<file path="src/rtl/uart_tx_serial.sv">
// 8N1 UART transmitter: a small byte FIFO fed by the IO decoder's write strobe,
// drained by a start/data/stop serializer with a registered TX line.
module uart_tx_serial #(
    parameter int CLKS_PER_BIT = 87,
    parameter int FIFO_DEPTH   = 4
) (
    input  logic       clk,
    input  logic       reset,
    input  logic [7:0] data_in,
    input  logic       data_in_wr,
    output logic       uart_tx,
    output logic       busy_tx,
    output logic       tx_idle,
    output logic [4:0] fifo_count,
    output logic       overrun
);

    localparam int          PW        = $clog2(FIFO_DEPTH);
    localparam logic [15:0] BAUD_LAST = 16'(CLKS_PER_BIT - 1);
    localparam logic [4:0]  DEPTH     = 5'(FIFO_DEPTH);

    typedef enum logic [1:0] {IDLE, START, DATA, STOP} state_t;

    state_t        state;
    logic [7:0]    mem [FIFO_DEPTH];
    logic [PW-1:0] wr_ptr;
    logic [PW-1:0] rd_ptr;
    logic          wr_q;
    logic [15:0]   baud_cnt;
    logic [2:0]    bit_idx;
    logic [7:0]    shift;

    logic wr_ev;
    logic push;
    logic pop;
    logic bit_done;

    // The strobe is a level; only its rising edge counts as a write.
    assign wr_ev    = data_in_wr & ~wr_q;
    assign push     = wr_ev && (fifo_count != DEPTH);
    assign bit_done = (baud_cnt == BAUD_LAST);
    assign pop      = (fifo_count != 5'd0) &&
                      ((state == IDLE) || ((state == STOP) && bit_done));

    assign busy_tx = (fifo_count == DEPTH);
    assign tx_idle = (fifo_count == 5'd0) && (state == IDLE);

    always_ff @(posedge clk) begin
        if (push)
            mem[wr_ptr] <= data_in;
    end

    always_ff @(posedge clk) begin
        if (!reset) begin
            wr_ptr     <= '0;
            rd_ptr     <= '0;
            fifo_count <= '0;
            wr_q       <= 1'b0;
            overrun    <= 1'b0;
        end else begin
            wr_q <= data_in_wr;
            if (push)
                wr_ptr <= wr_ptr + 1'b1;
            if (pop)
                rd_ptr <= rd_ptr + 1'b1;
            // Fullness is judged before the edge, so a same-cycle pop cannot rescue it.
            if (wr_ev && !push)
                overrun <= 1'b1;
            case ({push, pop})
                2'b10:   fifo_count <= fifo_count + 5'd1;
                2'b01:   fifo_count <= fifo_count - 5'd1;
                default: fifo_count <= fifo_count;
            endcase
        end
    end

    always_ff @(posedge clk) begin
        if (!reset) begin
            state    <= IDLE;
            uart_tx  <= 1'b1;
            baud_cnt <= '0;
            bit_idx  <= '0;
            shift    <= '0;
        end else begin
            baud_cnt <= bit_done ? 16'd0 : baud_cnt + 16'd1;
            case (state)
                IDLE: begin
                    uart_tx  <= 1'b1;
                    baud_cnt <= '0;
                    if (pop) begin
                        shift   <= mem[rd_ptr];
                        uart_tx <= 1'b0;
                        state   <= START;
                    end
                end
                START: begin
                    if (bit_done) begin
                        bit_idx <= '0;
                        uart_tx <= shift[0];
                        state   <= DATA;
                    end
                end
                DATA: begin
                    if (bit_done) begin
                        shift <= {1'b0, shift[7:1]};
                        if (bit_idx == 3'd7) begin
                            uart_tx <= 1'b1;
                            state   <= STOP;
                        end else begin
                            bit_idx <= bit_idx + 3'd1;
                            uart_tx <= shift[1];
                        end
                    end
                end
                STOP: begin
                    // Chain straight into the next start bit when more bytes wait.
                    if (bit_done) begin
                        if (pop) begin
                            shift   <= mem[rd_ptr];
                            uart_tx <= 1'b0;
                            state   <= START;
                        end else begin
                            state <= IDLE;
                        end
                    end
                end
                default: begin
                    uart_tx <= 1'b1;
                    state   <= IDLE;
                end
            endcase
        end
    end

endmodule
</file>
<file path="config.mk">
export PLATFORM = sky130hd
export DESIGN_NAME = uart_tx_serial
export DESIGN_NICKNAME = d
export VERILOG_FILES = /design/src/rtl/uart_tx_serial.sv
export SDC_FILE = /design/constraint.sdc
export NUM_CORES = 1
export LEC_CHECK = 0
export ABC_AREA = 1
export CORE_AREA = 5 5 101 103
export DETAILED_ROUTE_END_ITERATION = 10
export DIE_AREA = 0 0 106 108
export GPL_TIMING_DRIVEN = 0
export SETUP_SLACK_MARGIN = 0.3
export SLEW_MARGIN = 25
export SYNTH_ARGS = -nofsm -noshare
export SYNTH_HDL_FRONTEND = slang
export SYNTH_SLANG_ARGS = --single-unit
</file>
<file path="constraint.sdc">
create_clock -name clk -period 3.1 [get_ports clk]
set_input_delay 0.62 -clock clk [delete_from_list [all_inputs] [get_ports clk]]
set_output_delay 0.62 -clock clk [all_outputs]
set_load 0.01 [all_outputs]
</file>
==> run metrics <==
Int Pwr=1.94 mW; Total Wirelength=6920 um; WP data required=2.48 ns; CTS tree=built; area occupied by multi-input gates=1530 um2; crit path to=tx_idle; Post-synth EDFFs=32; final worst path period need=2.55 ns; Synthesized Nets=433; Slew HR=42.1%; final worst path period share=82.3%; Final ANT Viol Nets=0; final hold vios=0; drt wl/cell=12.6 um; FF+latch area=1820 um2; Seq/Total Area, Yosys=50.7%; pin count of the biggest net entering global routing=17; status=complete, no violations; total track usage=12.8%; hold_ws=0.467 ns; most frequent cells in the layout=nand2_1 (63), nor2_1 (60), inv_1 (46); global-route wire length before repair=11,600 um; fraction of registers with async set/reset=0%; WP data arrival=1.93 ns; Slew Limit Fails=0; layout cell share with drive strength beyond 1=10.9%; maximum buffer depth of the clock tree=2; Die Height=108 um; Die ar.=11,400 um2; Pleak=1.60 nW; vias=2,665; fmax=392 MHz; vias per cell=4.84; DR iter-0 viols=94; worst min-delay path category=reg -> reg; DRT Pass-1 Iters=4; flop and latch count out of synthesis=75; P_sw=1.30 mW; reg2reg path depth=19; cell at the root of the clock tree=clkbuf_8; setup TNS=0 ns; Peak VDD IR=457 uV; Post-CTS Setup Inserts=0; sequential power share=39.0%; RR Endpoint=fifo_count[4]; vias in the first global route=2,554; pwr dens=789 nW/um2; Clk Latency, worst-skew pair=0.35 ns; Critical Path End Type=primary output; DP HPWL=5000 um; core area=9110 um2; ys flop type=dfxtp_1; DRC errors left=0; most common cell after layout, fill and taps aside=nand2_1; Setup Crit Path Kind=reg -> out; RSZ-0062 raised after global routing=no; Worst Setup Start Kind=register; RR Startpoint=baud_cnt[0]; final setup vio count=0; Mapped Area=3590 um2; combinational group share of total power=39.1%; total global routing overflow=0; Clock transition at path regs=0.08 ns; syn avg cell area=8.87 um2; layout filler cell count=903; Rows=35; CTS sink cnt=75; die width=106 um; Yosys cell types=38; reg2reg setup slack=0.57 ns; crit path max fanout=6; # diodes=0; Critical path origin=state[1]; Cells after Synth=405; initial core utilization=39.4%; CTS Hold Buffers Added=0; TritonCTS Buffers=9; Final nets=463; H-tree Lvls=3; initial antenna violation count=0; Sw Ratio=40.1%; synth-to-layout area growth=14.4%; Setup Skew=0.0117 ns; Synth Warn #=0; RePlAce Congestion=0.761; Clk pwr share=21.9%; Max Cap Viol=0; io pins=20; Port Buffers=19; actual slew at the worst max-slew pin=0.866 ns
-- worst min-delay path by stage --
stage	cells after the start	slack [ns]	to	from
floorplan	1	0.43	baud_cnt[0]	baud_cnt[0]
global placement	2	0.44	bit_idx[1]	bit_idx[1]
detailed placement	2	0.45	bit_idx[2]	bit_idx[2]
CTS	2	0.47	bit_idx[2]	bit_idx[2]
global route	2	0.49	bit_idx[1]	bit_idx[1]
finish	2	0.47	bit_idx[2]	bit_idx[2]
-- kinds of logic (layout without fill, tap and decap cells) --
logic type / count (synthesis) / count (layout) / synth area share, %
AND/OR/NAND/NOR: 167 / 167 / 22.5
flip-flops: 75 / 75 / 50.7
AO/OA/AOI/OAI: 81 / 81 / 13.0
buffers and inverters: 60 / 95 / 6.62
XOR/XNOR: 5 / 5 / 1.22
adder cells (fa/ha/maj): 17 / 17 / 5.92
-- power by group through the flow --
stage	logic, mW	clock network (mW)	registers (mW)
after global placement	1.25	0	1.28
after floorplan	0.942	0	1.27
after detailed placement	1.27	0	1.29
after global routing	1.43	0.777	1.28
final	1.27	0.710	1.26
after CTS	1.28	0.738	1.26
-- synth_stat cells (2+ instances only) --
cell	number	area, um2
nand2_1	63	236
nor2_1	60	225
inv_1	46	173
dfxtp_1	43	861
a21oi_1	36	180
edfxtp_1	32	961
o21ai_0	19	95.1
ha_1	17	213
nand3_1	15	75.1
o21ai_1	10	50.1
nor3_1	7	35.0
o32ai_1	7	61.3
clkbuf_1	4	15.0
nand2_2	4	25.0
nand2_4	4	45.0
a211oi_1	3	22.5
buf_2	3	15.0
inv_2	3	11.3
nor2_2	3	18.8
nor2_4	3	33.8
xnor2_1	3	26.3
nand4_4	2	42.5
nor3_2	2	20.0
xor2_1	2	17.5
-- metal layers --
metal / GRT usage, % / vias to the layer above / wire [um]
li1: - / 1412 / -
met1: 15.8 / 1212 / 3330
met2: 21.1 / 30 / 3270
met3: 2.33 / 11 / 198
met4: 6.94 / 0 / 129
met5: 0 / - / 0
-- through the flow --
stage / setup slack, ns / utilization [%] / power [mW] / std cells / cell area, um2
after floorplan: 0.767 / - / 2.21 / 405 / 3590
after global placement: 0.296 / 43.0 / 2.53 / 535 / 3920
after detailed placement: 0.309 / 43.0 / 2.56 / 535 / 3920
after CTS: 0.485 / 45.1 / 3.28 / 551 / 4110
after global routing: 0.304 / 45.1 / 3.49 / 551 / 4110
final: 0.550 / 45.1 / 3.24 / 551 / 4110
-- sequential cells by signal (all words and copies together) (netlist names), named ones only --
signal / cells
mem: 32
wr_ptr: 2
baud_cnt: 16
overrun: 1
fifo_count: 5
uart_tx: 1
rd_ptr: 2
wr_q: 1
state: 2
shift: 8
bit_idx: 3
-- critical path, stage by stage, from the launching register on --
cell and delay, ns:
dfxtp_1 0.33, inv_1 0.16, ha_1 0.17, inv_1 0.10, nor2_1 0.24, clkdlybuf4s50_1 0.58
-- repair_timing --
| item | CTS | global route |
|---|---|---|
| gates resized for setup | 0 | 1 |
| hold endpoints to repair | 0 | 0 |
| setup endpoints to repair | 0 | 1 |
-- final cells by class --
cell class                      instances  area share [%]
Buffer                                  9            1.10
Clock buffer                            9            3.02
Clock inverter                          7            1.52
Inverter                               51            4.69
Multi-Input combinational cell        270            37.3
Sequential cell                        75            44.4
Tap cell                              111            3.38
Timing Repair Buffer                   19            4.63
Note: power is estimated with default switching activity, not from simulation.
